## config.mk

```make
export PLATFORM = sky130hd
export DESIGN_NAME = red_fetch_decode_flat
export DESIGN_NICKNAME = d
export VERILOG_FILES = /design/src/rtl/red_pkg.sv /design/src/rtl/red_fetch_decode_if.sv /design/src/rtl/red_imm_gen.sv /design/src/rtl/red_fetch_decode.sv /design/src/flat_wrapper.sv
export SDC_FILE = /design/constraint.sdc
export NUM_CORES = 1
export LEC_CHECK = 0
export BUFFER_PORTS_ARGS = -buffer_cell sky130_fd_sc_hd__buf_2
export CAP_MARGIN = 20
export CORE_ASPECT_RATIO = 0.9
export CORE_MARGIN = 1
export CORE_UTILIZATION = 30
export DETAILED_ROUTE_END_ITERATION = 10
export PLACE_DENSITY = 0.51
export SLEW_MARGIN = 5
export SYNTH_ARGS = -nofsm -noshare
export SYNTH_HDL_FRONTEND = slang
export SYNTH_SLANG_ARGS = --single-unit
```

## constraint.sdc

```tcl
create_clock -name clk -period 4.2 [get_ports clk]
set_input_delay 0.84 -clock clk [delete_from_list [all_inputs] [get_ports clk]]
set_output_delay 0.84 -clock clk [all_outputs]
set_load 0.01 [all_outputs]
```

## src/rtl/red_pkg.sv

```systemverilog
// Shared constants and types for the reduced RISC-V fetch/decode front end.
package red_pkg;

    localparam logic [6:0] OP_IMM    = 7'b0010011;
    localparam logic [6:0] OP_REG    = 7'b0110011;
    localparam logic [6:0] OP_BRANCH = 7'b1100011;

    localparam logic [2:0] F3_ADD    = 3'b000;
    localparam logic [2:0] F3_BEQ    = 3'b000;
    localparam logic [2:0] F3_BNE    = 3'b001;

    localparam logic [6:0] F7_ADD    = 7'h00;
    localparam logic [6:0] F7_SUB    = 7'h20;

    localparam logic [2:0] ALU_ADD   = 3'b000;
    localparam logic [2:0] ALU_SUB   = 3'b001;

    typedef enum logic [1:0] {IDLE, FETCH, EXEC, HALT} state_t;

endpackage

```

## src/rtl/red_fetch_decode_if.sv

```systemverilog
// Instruction-memory req/ack port. The fetch unit is the master.
interface red_fetch_decode_if #(
    parameter int PC_WIDTH   = 32,
    parameter int DATA_WIDTH = 32
);
    logic                  imem_req;
    logic [PC_WIDTH-1:0]   imem_addr;
    logic                  imem_ack;
    logic [DATA_WIDTH-1:0] imem_rdata;

    modport master (output imem_req, imem_addr, input imem_ack, imem_rdata);
    modport slave  (input imem_req, imem_addr, output imem_ack, imem_rdata);
endinterface

```

## src/rtl/red_imm_gen.sv

```systemverilog
// Immediate generator: sign-extends the I-format (OP_IMM) or B-format
// (OP_BRANCH) immediate from the instruction word; zero for other opcodes.
module red_imm_gen
    import red_pkg::*;
#(
    parameter int DATA_WIDTH = 32
) (
    input  logic [DATA_WIDTH-1:0] ir,
    output logic [DATA_WIDTH-1:0] imm
);

    logic [11:0] i_imm;
    logic [12:0] b_imm;

    assign i_imm = ir[31:20];
    assign b_imm = {ir[31], ir[7], ir[30:25], ir[11:8], 1'b0};

    // Pick the immediate format from the opcode
    always_comb begin
        imm = '0;
        case (ir[6:0])
            OP_IMM:    imm = DATA_WIDTH'($signed(i_imm));
            OP_BRANCH: imm = DATA_WIDTH'($signed(b_imm));
            default:   imm = '0;
        endcase
    end

endmodule

```

## src/rtl/red_fetch_decode.sv

```systemverilog
// Fetch/decode control front end: FSM, PC and IR registers, decode, branch adder.
// Optional build macro RED_ILLEGAL_TRAP_EN: an illegal instruction halts the
// core (HALT state) instead of being skipped as a NOP.
module red_fetch_decode
    import red_pkg::*;
#(
    parameter int                PC_WIDTH      = 32,
    parameter int                DATA_WIDTH    = 32,
    parameter int                ADDRESS_WIDTH = 5,
    parameter int                ALUctrl_WIDTH = 3,
    parameter logic [PC_WIDTH-1:0] RESET_PC    = '0
) (
    input  logic                     clk,
    input  logic                     rst_n,
    red_fetch_decode_if.master       imem,
    input  logic                     EQ,
    output logic [ADDRESS_WIDTH-1:0] rs1,
    output logic [ADDRESS_WIDTH-1:0] rs2,
    output logic [ADDRESS_WIDTH-1:0] rd,
    output logic                     RegWrite,
    output logic                     ALUsrc,
    output logic [ALUctrl_WIDTH-1:0] ALUctrl,
    output logic [DATA_WIDTH-1:0]    ImmOp,
    output logic                     illegal
);

    state_t                state, state_nxt;
    logic [PC_WIDTH-1:0]   pc, pc_nxt;
    logic [DATA_WIDTH-1:0] ir, imm;
    logic                  req;

    logic [6:0] op, f7;
    logic [2:0] f3, alu_sel;
    logic       legal, reg_wr, alu_src, use_imm, is_br, br_ne, taken;

    assign op = ir[6:0];
    assign f3 = ir[14:12];
    assign f7 = ir[31:25];

    red_imm_gen #(.DATA_WIDTH(DATA_WIDTH)) u_imm (.ir(ir), .imm(imm));

    // Instruction decode; anything not matched is illegal with all controls low
    always_comb begin
        legal   = 1'b0;
        reg_wr  = 1'b0;
        alu_src = 1'b0;
        alu_sel = ALU_ADD;
        use_imm = 1'b0;
        is_br   = 1'b0;
        br_ne   = 1'b0;
        case (op)
            OP_IMM: if (f3 == F3_ADD) begin
                legal   = 1'b1;
                reg_wr  = 1'b1;
                alu_src = 1'b1;
                use_imm = 1'b1;
            end
            OP_REG: if (f3 == F3_ADD && (f7 == F7_ADD || f7 == F7_SUB)) begin
                legal   = 1'b1;
                reg_wr  = 1'b1;
                alu_sel = (f7 == F7_SUB) ? ALU_SUB : ALU_ADD;
            end
            OP_BRANCH: if (f3 == F3_BEQ || f3 == F3_BNE) begin
                legal   = 1'b1;
                is_br   = 1'b1;
                br_ne   = (f3 == F3_BNE);
                alu_sel = ALU_SUB;
                use_imm = 1'b1;
            end
            default: ;
        endcase
    end

    // Branch resolution against the datapath EQ flag; PC wraps silently
    assign taken  = is_br & (br_ne ? ~EQ : EQ);
    assign pc_nxt = taken ? pc + PC_WIDTH'(imm) : pc + PC_WIDTH'(4);

    // Next-state and fetch request
    always_comb begin
        state_nxt = state;
        req       = 1'b0;
        case (state)
            IDLE:  state_nxt = FETCH;
            FETCH: begin
                req = 1'b1;
                if (imem.imem_ack) state_nxt = EXEC;
            end
`ifdef RED_ILLEGAL_TRAP_EN
            EXEC:  state_nxt = legal ? FETCH : HALT;
`else
            EXEC:  state_nxt = FETCH;
`endif
            HALT:  state_nxt = HALT;
            default: state_nxt = IDLE;
        endcase
    end

    // State register
    always_ff @(posedge clk or negedge rst_n) begin
        if (!rst_n) state <= IDLE;
        else        state <= state_nxt;
    end

    // PC, IR and sticky illegal flag; PC holds when trapping into HALT
    always_ff @(posedge clk or negedge rst_n) begin
        if (!rst_n) begin
            pc      <= RESET_PC;
            ir      <= '0;
            illegal <= 1'b0;
        end else begin
            if (state == FETCH && imem.imem_ack) ir <= imem.imem_rdata;
            if (state == EXEC && state_nxt == FETCH) pc <= pc_nxt;
            if (state == EXEC && !legal) illegal <= 1'b1;
        end
    end

    assign imem.imem_req  = req;
    assign imem.imem_addr = pc;

    assign rs1      = ir[19:15];
    assign rs2      = ir[24:20];
    assign rd       = ir[11:7];
    assign RegWrite = reg_wr && (state == EXEC);
    assign ALUsrc   = alu_src;
    assign ALUctrl  = ALUctrl_WIDTH'(alu_sel);
    assign ImmOp    = use_imm ? imm : '0;

endmodule
```

## src/flat_wrapper.sv

```systemverilog
// flat-port wrapper written by rule: the top's interface ports become plain ports
module red_fetch_decode_flat import red_pkg::*;
#(
    parameter int                PC_WIDTH      = 32,
    parameter int                DATA_WIDTH    = 32,
    parameter int                ADDRESS_WIDTH = 5,
    parameter int                ALUctrl_WIDTH = 3,
    parameter logic [PC_WIDTH-1:0] RESET_PC    = '0
)
  (clk, rst_n, EQ, rs1, rs2, rd, RegWrite, ALUsrc, ALUctrl, ImmOp, illegal, imem_imem_req, imem_imem_addr, imem_imem_ack, imem_imem_rdata);
  red_fetch_decode_if #(.PC_WIDTH(PC_WIDTH), .DATA_WIDTH(DATA_WIDTH)) imem_i ();
  input  logic clk;
  input  logic rst_n;
  input  logic EQ;
  output logic [ADDRESS_WIDTH-1:0] rs1;
  output logic [ADDRESS_WIDTH-1:0] rs2;
  output logic [ADDRESS_WIDTH-1:0] rd;
  output logic RegWrite;
  output logic ALUsrc;
  output logic [ALUctrl_WIDTH-1:0] ALUctrl;
  output logic [DATA_WIDTH-1:0] ImmOp;
  output logic illegal;
  output wire logic [$bits(imem_i.imem_req)-1:0] imem_imem_req;
  output wire logic [$bits(imem_i.imem_addr)-1:0] imem_imem_addr;
  input wire logic [$bits(imem_i.imem_ack)-1:0] imem_imem_ack;
  input wire logic [$bits(imem_i.imem_rdata)-1:0] imem_imem_rdata;
  assign imem_imem_req = imem_i.imem_req;
  assign imem_imem_addr = imem_i.imem_addr;
  assign imem_i.imem_ack = imem_imem_ack;
  assign imem_i.imem_rdata = imem_imem_rdata;
  red_fetch_decode #(.PC_WIDTH(PC_WIDTH), .DATA_WIDTH(DATA_WIDTH), .ADDRESS_WIDTH(ADDRESS_WIDTH), .ALUctrl_WIDTH(ALUctrl_WIDTH), .RESET_PC(RESET_PC)) u_core (.clk(clk), .rst_n(rst_n), .imem(imem_i), .EQ(EQ), .rs1(rs1), .rs2(rs2), .rd(rd), .RegWrite(RegWrite), .ALUsrc(ALUsrc), .ALUctrl(ALUctrl), .ImmOp(ImmOp), .illegal(illegal));
endmodule
```

==> results by group, run 1 <==
Timing
  – Final Max Slew Viols: 0
  – Setup Viol. Count Final: 0
  – Hold slack: 0.462 ns
  – Period Utilization, post-route: 88.7%
  – Actual slew at the worst max-slew pin: 0.941 ns
  – Setup TNS Final: 0 ns
  – Unrepaired setup endpoints after global routing: false
  – Final Hold Viols: 0
  – Slew headroom: 37.2%
  – Final min period: 3.72 ns
  – Clk_skew: 0.00836 ns
  – Max Fclk: 0.269 GHz

Yosys
  – Ys flop type: dfrtp_1
  – Cell with the most instances after synthesis: dfrtp_1
  – FFs w/ async S/R, synth: 100%
  – Seq/Total Area, Yosys: 32.9%
  – Mapped Area: 5090 sq um
  – Post-synth EDFFs: 0
  – Synth top area cells: dfrtp_1 (33%), mux2_2 (7.3%), buf_4 (5.8%), nand2_1 (4.0%), a21oi_1 (3.5%)
  – Synth Instances: 600
  – Post-synth top area share: 32.9%
  – Synth cell count leaders: dfrtp_1 (67), nand2_1 (54), nor2_1 (42)
  – Synth cell types: 73
  – Cell taking the most area after synthesis: dfrtp_1
  – Seq cells post-synth: 67
  – Avg Cell Area, Syn: 8.49 sq um
  – Yosys warning count: 0

Layout
  – Final Net Count: 717
  – Layout Area Growth over Synthesis: 15.9%
  – Share of layout cells above drive strength 1: 29.0%
  – Util after Layout: 36.1%
  – N_diodes: 0
  – Fillers: 1,705

Drt
  – Vias: 4,670
  – Wire length after detailed routing: 15,300 um
  – DRC viols: 0
  – Drt pass-1 iters: 5
  – Routed Antenna Nets: 0
  – Via density: 5.31
  – Starting DRC count in detailed routing: 331
  – Wirelength per Cell: 17.4 um

Die
  – Cell row count: 44
  – Die width: 139 um
  – Die Y: 126 um
  – Ports: 122
  – Core box area: 16,400 sq um
  – Full die area: 17,500 sq um
  – Starting Density: 31.1%

Clocking
  – Max clock buf depth: 2
  – Root Buffer: clkbuf_16
  – Post-CTS Resized: 0
  – CTS tree: built
  – Clock sink count: 67
  – Worst skew pair latency: 0.35 ns
  – Clock buffer count from CTS: 9
  – Clock transition at path regs: 0.06 ns
  – # H-tree levels: 3
  – Hold buffer count at CTS: 0
  – Post CTS Setup Buffer Count: 0

Global route
  – GRT Overall Usage: 18.2%
  – Largest net degree at the start of global routing: 68
  – Number of global-route vias before repair: 4,576
  – First-pass GRT wire length: 24,900 um
  – Remaining global-route overflow: 0
  – Initial antenna violation count: 0

Power and ir drop
  – Worst IR Drop VDD: 318 uV
  – Power share of the combinational group: 30.2%
  – NetSw: 0.940 mW
  – Leakage: 2.69 nW
  – Clock Power Share: 30.1%
  – Power per cell area: 446 nW/um^2
  – Switching portion of total power: 35.7%
  – Internal Pwr Total: 1.69 mW
  – Sequential power share: 39.7%

Placed design
  – IO buf count: 119
  – RePlAce Congestion: 0.879
  – Detailed placement HPWL: 11,300 um

Setup path
  – Crit path DAT: 3.94 ns
  – Crit path launch: u_core.ir[4]$_DFFE_PN0P_
  – Crit path required time: 4.41 ns
  – Worst setup SP type: flip-flop
  – Crit Path Class: flip-flop to flip-flop
  – Element type at the critical path end: flip-flop
  – CP max FO: 9
  – Worst r2r src: u_core.ir[4]$_DFFE_PN0P_

Hold path
  – HP Start: u_core.imem.imem_addr[31]$_DFFE_PN0P_
  – Min-delay worst type: flip-flop to flip-flop

Run status
  – Run status: finished, final reports clean

Flow run
  – Max-Cap Viols: 0
sequential cells by signal, indices dropped and copies added, names as in the netlist:
signal and flops:
u_core.imem.imem_addr 32, u_core.ir 32, u_core.state 2, u_core.illegal 1
final cells by class:
cell class,count,area [sq um],area share [%]
clock buffers,9,225,3.82
clock inverters,7,81.3,1.38
inverters,11,41.3,0.700
multi-input cells,448,2940,49.8
flip-flops and latches,67,1680,28.4
well taps,207,259,4.39
repair buffers,130,676,11.5
worst max-delay path: stages, from the launching register on:
cell and delay (ns):
dfrtp_1 0.40, and3b_1 0.32, and2_1 0.36, nor2_1 0.18, nor2b_1 0.18, ha_1 0.31, a21oi_1 0.21, nand2_1 0.14
o211a_1 0.29, or3_1 0.48, nor3_1 0.30, o311ai_1 0.22, xnor2_1 0.18
worst paths after layout:
check | slack (ns) | end | cells after the start
setup / recovery | 0.48 | u_core.imem.imem_addr[19]$_DFFE_PN0P_ | 12
hold / removal | 0.46 | u_core.imem.imem_addr[31]$_DFFE_PN0P_ | 1
setup reg to reg | 0.48 | u_core.imem.imem_addr[19]$_DFFE_PN0P_ | 12
hold reg to reg | 0.46 | u_core.imem.imem_addr[31]$_DFFE_PN0P_ | 1
max in group asynchronous | 2.86 | u_core.imem.imem_addr[10]$_DFFE_PN0P_ | 2
min in group asynchronous | 0.67 | u_core.imem.imem_addr[16]$_DFFE_PN0P_ | 2
cell usage in the layout (no fill, tap or decap), types with 18 or more instances in the layout:
| cell type | n |
|---|---|
| nand2_1 | 54 |
| mux2_2 | 33 |
| nand4_1 | 18 |
| nand3_1 | 22 |
| nor3_1 | 32 |
| dfrtp_1 | 67 |
| o21ai_0 | 24 |
| nor2_1 | 42 |
| a21oi_1 | 35 |
| buf_2 | 120 |
metal layers:
metal,vias up,GRT usage [%],routed length [um]
met5,-,0,0
met4,0,5.95,187
met3,12,4.94,1230
met2,178,27.1,6690
met1,2205,25.4,7220
li1,2275,-,-
through the flow:
stage	setup slack, ns	instance area, sq um	total power [mW]	cells
2_1_floorplan	0.725	5090	1.65	601
3_3_place_gp	0.344	5580	1.84	862
3_5_place_dp	0.251	5590	1.86	863
4_1_cts	0.252	5900	2.66	879
5_1_grt	0.181	5900	2.80	879
6_report	0.476	5900	2.63	879
power by group through the flow:
stage	Clock (mW)	Sequential, mW	Combinational, mW
after global routing	0.832	1.08	0.887
after floorplan	0	1.00	0.650
after CTS	0.809	1.04	0.803
final	0.791	1.04	0.795
after detailed placement	0	1.05	0.801
after global placement	0	1.04	0.794
kinds of logic after synthesis:
group / count (synthesis) / synth area share [%]
compound gates: 120 / 15.5
simple gates: 249 / 25.9
fa+ha+maj: 14 / 3.59
flops: 67 / 32.9
other cells: 1 / 0.0737
buf+inv: 86 / 9.46
mux: 36 / 7.89
xor+xnor: 27 / 4.64
No activity file was read; power rests on OpenSTA's default activity.
==> run 2: changes to the inputs <==
- ABC_AREA: unset -> 1
- PLACE_DENSITY: 0.51 -> 0.5
==> results by group, run 2 <==
Run status
  – Run status: complete, but fails checks (was finished, final reports clean)
  – Failing checks: DRC

Layout
  – Fillers: 2,205 (was 1,705)
  – Layout Area Growth over Synthesis: 14.0% (was 15.9%)
  – Most common cell after layout, fill and taps aside: nand2_1 (was buf_2)
  – Final Net Count: 1,027 (was 717)
  – Commonest cells after routing, fill and taps aside: nand2_1 (201), buf_2 (118), inv_1 (109) (was buf_2 (120), dfrtp_1 (67), nand2_1 (54))
  – N_diodes: 0 (unchanged)
  – Share of layout cells above drive strength 1: 21.6% (was 29.0%)

Hold path
  – Hold Path Sink: u_core.illegal$_DFFE_PN0P_ (was u_core.imem.imem_addr[31]$_DFFE_PN0P_)
  – Min-delay worst type: flip-flop to flip-flop (unchanged)
  – HP Start: u_core.illegal$_DFFE_PN0P_ (was u_core.imem.imem_addr[31]$_DFFE_PN0P_)
  – Hold path cells: 1 (unchanged)

Drt
  – DRC viols: 4 (was 0)
  – Wire length after detailed routing: 20,300 um (was 15,300 um)
  – Drt pass-1 iters: 8 (was 5)
  – Wirelength per Cell: 16.4 um (was 17.4 um)
  – Vias: 6,222 (was 4,670)
  – Starting DRC count in detailed routing: 508 (was 331)
  – Routed Antenna Nets: 0 (unchanged)
  – Via density: 5.03 (was 5.31)

Yosys
  – Mapped Area: 6080 sq um (was 5090 sq um)
  – Seq/Total Area, Yosys: 27.6% (was 32.9%)
  – Yosys warning count: 0 (unchanged)
  – Ys flop type: dfrtp_1 (unchanged)
  – Synth Instances: 910 (was 600)
  – Post-synth EDFFs: 0 (unchanged)
  – Cell with the most instances after synthesis: nand2_1 (was dfrtp_1)
  – Seq cells post-synth: 67 (unchanged)
  – Synth cell types: 39 (was 73)
  – Cell taking the most area after synthesis: dfrtp_1 (unchanged)
  – Post-synth top area share: 27.6% (was 32.9%)
  – Synth top area cells: dfrtp_1 (28%), nand2_1 (12%), inv_1 (6.7%), nand3_1 (5.6%), nor2_1 (5.6%) (was dfrtp_1 (33%), mux2_2 (7.3%), buf_4 (5.8%), nand2_1 (4.0%), a21oi_1 (3.5%))
  – Avg Cell Area, Syn: 6.69 sq um (was 8.49 sq um)
  – FFs w/ async S/R, synth: 100% (unchanged)
  – Synth cell count leaders: nand2_1 (202), inv_1 (109), nor2_1 (90) (was dfrtp_1 (67), nand2_1 (54), nor2_1 (42))

Clocking
  – CTS tree: built (unchanged)
  – Max clock buf depth: 2 (unchanged)
  – Clock buffer count from CTS: 9 (unchanged)
  – Clock sink count: 67 (unchanged)
  – Hold buffer count at CTS: 0 (unchanged)
  – Post CTS Setup Buffer Count: 0 (unchanged)
  – # H-tree levels: 3 (unchanged)
  – Post-CTS Resized: 0 (unchanged)
  – Clock transition at path regs: 0.07 ns (was 0.06 ns)
  – Worst skew pair latency: 0.36 ns (was 0.35 ns)
  – Root Buffer: clkbuf_16 (unchanged)

Flow run
  – Max-Cap Viols: 0 (unchanged)

Die
  – Ports: 122 (unchanged)
  – Starting Density: 30.5% (was 31.1%)
  – Die Y: 137 um (was 126 um)
  – Die width: 152 um (was 139 um)
  – Core box area: 19,900 sq um (was 16,400 sq um)
  – Cell row count: 49 (was 44)
  – Full die area: 20,900 sq um (was 17,500 sq um)

Setup path
  – CP max FO: 4 (was 9)
  – Setup slack, reg-to-reg: 0.47 ns (was 0.48 ns)
  – Crit path required time: 4.45 ns (was 4.41 ns)
  – Element type at the critical path end: flip-flop (unchanged)
  – Worst setup SP type: flip-flop (unchanged)
  – Crit path DAT: 3.98 ns (was 3.94 ns)
  – Worst r2r src: u_core.ir[3]$_DFFE_PN0P_ (was u_core.ir[4]$_DFFE_PN0P_)
  – Cell count of the worst reg-to-reg path: 22 (was 12)
  – Crit Path Class: flip-flop to flip-flop (unchanged)
  – FF-to-FF End: u_core.imem.imem_addr[20]$_DFFE_PN0P_ (was u_core.imem.imem_addr[19]$_DFFE_PN0P_)

Timing
  – Final Max Slew Viols: 0 (unchanged)
  – Setup TNS Final: 0 ns (unchanged)
  – Period Utilization, post-route: 88.9% (was 88.7%)
  – Slew headroom: 33.5% (was 37.2%)
  – Max Fclk: 0.268 GHz (was 0.269 GHz)
  – Hold slack: 0.467 ns (was 0.462 ns)
  – Final min period: 3.73 ns (was 3.72 ns)
  – Actual slew at the worst max-slew pin: 0.985 ns (was 0.941 ns)
  – Clk_skew: 0.0130 ns (was 0.00836 ns)
  – Setup Viol. Count Final: 0 (unchanged)
  – Unrepaired setup endpoints after global routing: false (unchanged)
  – Final Hold Viols: 0 (unchanged)

Placed design
  – Detailed placement HPWL: 15,000 um (was 11,300 um)
  – RePlAce Congestion: 0.890 (was 0.879)
  – IO buf count: 119 (unchanged)

Global route
  – Number of global-route vias before repair: 5,962 (was 4,576)
  – Initial antenna violation count: 0 (unchanged)
  – GRT Overall Usage: 20.5% (was 18.2%)
  – Remaining global-route overflow: 0 (unchanged)
  – Largest net degree at the start of global routing: 68 (unchanged)
  – First-pass GRT wire length: 32,900 um (was 24,900 um)

Power and ir drop
  – Post-layout power: 1.48 mW (was 2.63 mW)
  – Leakage: 3.79 nW (was 2.69 nW)
  – Worst IR Drop VDD: 152 uV (was 318 uV)
  – Power per cell area: 213 nW/um^2 (was 446 nW/um^2)
==> run 2: cells by family after synthesis <==
logic type	count (synthesis)	share of synthesized area (%)
simple gates	453	34.1
buf+inv	181	13.8
compound gates	150	14.4
flops	67	27.6
xor+xnor	25	3.60
mux	19	3.52
fa+ha+maj	14	3.00
other cells	1	0.0616
==> run 2: where the power goes <==
part	switching (mW)	internal, mW
Clock	0.379	0.426
Sequential	0	0.645
Combinational	0.0184	0.0118
==> run 2: area by class of cell <==
cell class | instances | area, sq um | area share (%)
Inverter | 109 | 409 | 5.90
Tap cell | 255 | 319 | 4.60
Sequential cell | 67 | 1680 | 24.2
Clock buffer | 9 | 225 | 3.25
Multi-Input combinational cell | 663 | 3580 | 51.6
Timing Repair Buffer | 127 | 656 | 9.45
Clock inverter | 7 | 73.8 | 1.06
==> run 2: per-stage QoR <==
step | utilization [%] | std cells | instance area (sq um) | setup WS (ns)
6_report | 34.8 | 1237 | 6940 | 0.467
3_3_place_gp | 33.3 | 1220 | 6630 | 0.661
3_5_place_dp | 33.3 | 1220 | 6630 | 0.547
2_1_floorplan | - | 911 | 6090 | 1.09
5_1_grt | 34.8 | 1237 | 6940 | 0.0553
4_1_cts | 34.8 | 1236 | 6930 | 0.530
==> run 2: how the worst max path moves through the flow <==
stage / startpoint / endpoint / slack, ns
final: u_core.ir[3]$_DFFE_PN0P_ / u_core.imem.imem_addr[20]$_DFFE_PN0P_ / 0.47
after global routing: u_core.ir[3]$_DFFE_PN0P_ / u_core.imem.imem_addr[20]$_DFFE_PN0P_ / 0.06
after CTS: u_core.ir[3]$_DFFE_PN0P_ / u_core.imem.imem_addr[20]$_DFFE_PN0P_ / 0.53
after detailed placement: u_core.ir[3]$_DFFE_PN0P_ / u_core.imem.imem_addr[20]$_DFFE_PN0P_ / 0.55
after global placement: u_core.ir[2]$_DFFE_PN0P_ / u_core.imem.imem_addr[20]$_DFFE_PN0P_ / 0.66
after floorplan: u_core.ir[2]$_DFFE_PN0P_ / u_core.imem.imem_addr[20]$_DFFE_PN0P_ / 1.09
==> run 2: worst max-delay path, cell delays in order, from the launching register on <==
cell      delay (ns)
dfrtp_1         0.38
inv_1           0.07
nand2_1         0.06
nor2_2          0.15
nand2_1         0.11
nor3_1          0.39
inv_1           0.11
nor2_1          0.12
ha_1            0.19
inv_1           0.07
fa_1            0.41
nand3b_1        0.18
nand2_1         0.11
a21boi_1        0.11
o21ai_0         0.17
buf_4           0.16
a21oi_1         0.10
o21ai_1         0.29
nand3_1         0.17
nand3_1         0.10
nand3_1         0.08
nand2_1         0.08
nand2_1         0.04
==> run 2: per-layer routing <==
layer | global-route usage (%) | wire length, um | share of wire [%] | up-vias
met2 | 31.5 | 8810 | 43 | 215
li1 | - | - | - | 3090
met5 | 0 | 0 | 0 | -
met3 | 4.88 | 1290 | 6.4 | 26
met4 | 6.18 | 368 | 1.8 | 0
met1 | 28.2 | 9870 | 49 | 2891
==> run 3: changes to the inputs <==
--- a/constraint.sdc
+++ b/constraint.sdc
@@ -3,2 +3,2 @@
 set_output_delay 0.84 -clock clk [all_outputs]
-set_load 0.01 [all_outputs]
+set_load 0.1 [all_outputs]
==> results by group, run 3 (synthesis results as in run 2) <==
Run status
  – Run status: complete, but fails checks (unchanged)
  – Failing checks: DRC (unchanged)

Power and ir drop
  – Clock Power Share: 52.7% (was 54.4%)
  – Worst IR Drop VDD: 154 uV (was 152 uV)
  – Power share of the combinational group: 2.6% (was 2.0%)
  – Sequential power share: 44.7% (was 43.6%)
  – Leakage: 3.79 nW (about the same)
  – Switching portion of total power: 25.9% (was 26.8%)
  – NetSw: 0.374 mW (was 0.397 mW)
  – Internal Pwr Total: 1.07 mW (was 1.08 mW)
  – Power per cell area: 208 nW/um^2 (was 213 nW/um^2)

Setup path
  – Crit-path cells: inv_1 -> nand2_1 -> nor2_2 -> nand2_1 -> nor3_1 -> inv_1 -> nor2_1 -> ha_1 -> inv_1 -> fa_1 -> nand3b_1 -> nand2_1 -> a21boi_1 -> o21ai_0 -> buf_4 -> a21oi_1 -> o21ai_1 -> nand3_1 -> nand3_1 -> nand3_1 -> nand2_1 -> nand2_1 (unchanged)
  – Element type at the critical path end: flip-flop (unchanged)
  – Crit path DAT: 3.98 ns (about the same)
  – Crit path top cell by count: nand2_1 (unchanged)
  – Setup slack, reg-to-reg: 0.46 ns (was 0.47 ns)
  – Crit path required time: 4.44 ns (was 4.45 ns)
  – Crit Path Class: flip-flop to flip-flop (unchanged)
  – Worst r2r src: u_core.ir[3]$_DFFE_PN0P_ (unchanged)
  – CP max FO: 4 (unchanged)
  – Slowest CP cell: fa_1 (unchanged)
  – Cell count of the worst reg-to-reg path: 22 (unchanged)
  – FF-to-FF End: u_core.imem.imem_addr[20]$_DFFE_PN0P_ (unchanged)
  – CP max stage delay: 0.42 ns (was 0.41 ns)
  – Worst setup SP type: flip-flop (unchanged)

Global route
  – First-pass GRT wire length: 32,400 um (was 32,900 um)
  – Remaining global-route overflow: 0 (unchanged)
  – Largest net degree at the start of global routing: 68 (unchanged)
  – Number of global-route vias before repair: 5,884 (was 5,962)
  – Initial antenna violation count: 0 (unchanged)
  – GRT Overall Usage: 20.1% (was 20.5%)

Die
  – Ports: 122 (unchanged)
  – Cell row count: 49 (unchanged)
  – Core box area: 19,900 sq um (unchanged)
  – Starting Density: 30.5% (unchanged)
  – Die Y: 137 um (unchanged)
  – Die width: 152 um (unchanged)
  – Full die area: 20,900 sq um (unchanged)

Timing
  – Clk_skew: 0.00963 ns (was 0.0130 ns)
  – Setup TNS Final: 0 ns (unchanged)
  – Final Hold Viols: 0 (unchanged)
  – Actual slew at the worst max-slew pin: 0.955 ns (was 0.985 ns)
  – Max Fclk: 0.267 GHz (was 0.268 GHz)
  – Period Utilization, post-route: 89.1% (was 88.9%)
  – Final WS setup: 0.459 ns (was 0.467 ns)
  – Setup Viol. Count Final: 0 (unchanged)
  – Slew headroom: 36.4% (was 33.5%)
  – Final min period: 3.74 ns (was 3.73 ns)
  – Unrepaired setup endpoints after global routing: false (unchanged)
  – Final Max Slew Viols: 0 (unchanged)

Clocking
  – Clock transition at path regs: 0.07 ns (about the same)
  – Hold buffer count at CTS: 0 (unchanged)
  – Max clock buf depth: 2 (unchanged)
  – CTS tree: built (unchanged)
  – # H-tree levels: 3 (unchanged)
  – Clock sink count: 67 (unchanged)
  – Worst skew pair latency: 0.35 ns (was 0.36 ns)
  – Root Buffer: clkbuf_16 (unchanged)
  – Clock buffer count from CTS: 9 (unchanged)
  – Post-CTS Resized: 0 (unchanged)
  – Post CTS Setup Buffer Count: 0 (unchanged)

Flow run
  – Max-Cap Viols: 0 (unchanged)

Layout
  – Storage element area: 1680 sq um (unchanged)
  – Final Instance Count excl. Fillers: 1,238 (was 1,237)
  – Most common cell after layout, fill and taps aside: nand2_1 (unchanged)
  – N_diodes: 0 (unchanged)
  – Multi-input logic area: 3580 sq um (unchanged)
  – Final Net Count: 1,028 (was 1,027)
  – Fillers: 2,217 (was 2,205)
  – Commonest cells after routing, fill and taps aside: nand2_1 (201), buf_2 (118), inv_1 (109) (unchanged)
  – Layout Area Growth over Synthesis: 13.9% (was 14.0%)
  – Share of layout cells above drive strength 1: 21.7% (was 21.6%)

Drt
  – Routed Antenna Nets: 0 (unchanged)
  – Wirelength per Cell: 16.4 um (about the same)
  – DRC viols: 3 (was 4)
  – Vias: 6,206 (was 6,222)
  – Via density: 5.01 (was 5.03)
  – Wire length after detailed routing: 20,300 um (about the same)
  – Starting DRC count in detailed routing: 503 (was 508)
  – Drt pass-1 iters: 9 (was 8)

Hold path
  – Min-delay worst type: flip-flop to flip-flop (unchanged)
  – Hold path cells: 1 (unchanged)
  – Hold Path Sink: u_core.illegal$_DFFE_PN0P_ (unchanged)
  – HP Start: u_core.illegal$_DFFE_PN0P_ (unchanged)

Placed design
  – Detailed placement HPWL: 15,100 um (was 15,000 um)
  – Post-placement cell count: 1,221 (was 1,220)
  – Setup slack at placement: 0.559 ns (was 0.547 ns)
  – RePlAce Congestion: 0.884 (was 0.890)
  – IO buf count: 119 (unchanged)
-- run 3: cell count changes in the layout (fill, tap and decap cells not counted), sizes merged --
cell    change
clkinv      +3
inv         -3
buf         +1
-- run 3: metal layers --
layer  vias to the layer above  GRT usage (%)  wire length (um)
li1                       3094              -                 -
met3                        12           3.51              1230
met5                         -              0                 0
met1                      2879           27.8              9810
met4                         0           4.76               191
met2                       221           32.6              9050
-- run 3: cell type report --
type	count	area share, %
clock inverters	7	0.867
repair buffers	128	9.57
clock buffers	9	3.25
flip-flops and latches	67	24.2
multi-input cells	663	51.6
inverters	109	5.90
well taps	255	4.60
-- run 3: worst max path at each step --
stage	from	to	slack, ns	depth (start not counted)
after floorplan	u_core.ir[4]$_DFFE_PN0P_	ImmOp[0]	0.06	9
after global placement	u_core.ir[3]$_DFFE_PN0P_	u_core.imem.imem_addr[20]$_DFFE_PN0P_	0.67	22
after detailed placement	u_core.ir[2]$_DFFE_PN0P_	u_core.imem.imem_addr[20]$_DFFE_PN0P_	0.56	22
after CTS	u_core.ir[3]$_DFFE_PN0P_	u_core.imem.imem_addr[20]$_DFFE_PN0P_	0.53	22
after global routing	u_core.ir[2]$_DFFE_PN0P_	u_core.imem.imem_addr[20]$_DFFE_PN0P_	0.12	22
final	u_core.ir[3]$_DFFE_PN0P_	u_core.imem.imem_addr[20]$_DFFE_PN0P_	0.46	22
-- run 3: worst max-delay path, delay by kind of cell, from the launching register on --
family	cells	cell delay, ns
buf+inv	4	0.41
fa+ha+maj	2	0.62
flops	1	0.39
compound gates	4	0.65
simple gates	12	1.58
-- run 3: power by group through the flow --
stage | sequential (mW) | combinational, mW | clock, mW
2_1_floorplan | 0.657 | 0.00972 | 0
3_3_place_gp | 0.657 | 0.0388 | 0
3_5_place_dp | 0.657 | 0.0390 | 0
4_1_cts | 0.645 | 0.0391 | 0.784
5_1_grt | 0.645 | 0.0423 | 0.806
6_report | 0.645 | 0.0375 | 0.760
-- run 3: per-stage QoR --
step,area (sq um),util (%),hold slack (ns),power [mW]
finish,6930,34.8,0.485,1.44
global route,6930,34.8,0.522,1.49
CTS,6930,34.8,0.485,1.47
detailed placement,6640,33.3,0.461,0.696
global placement,6640,33.3,0.449,0.696
floorplan,6090,-,0.479,0.667
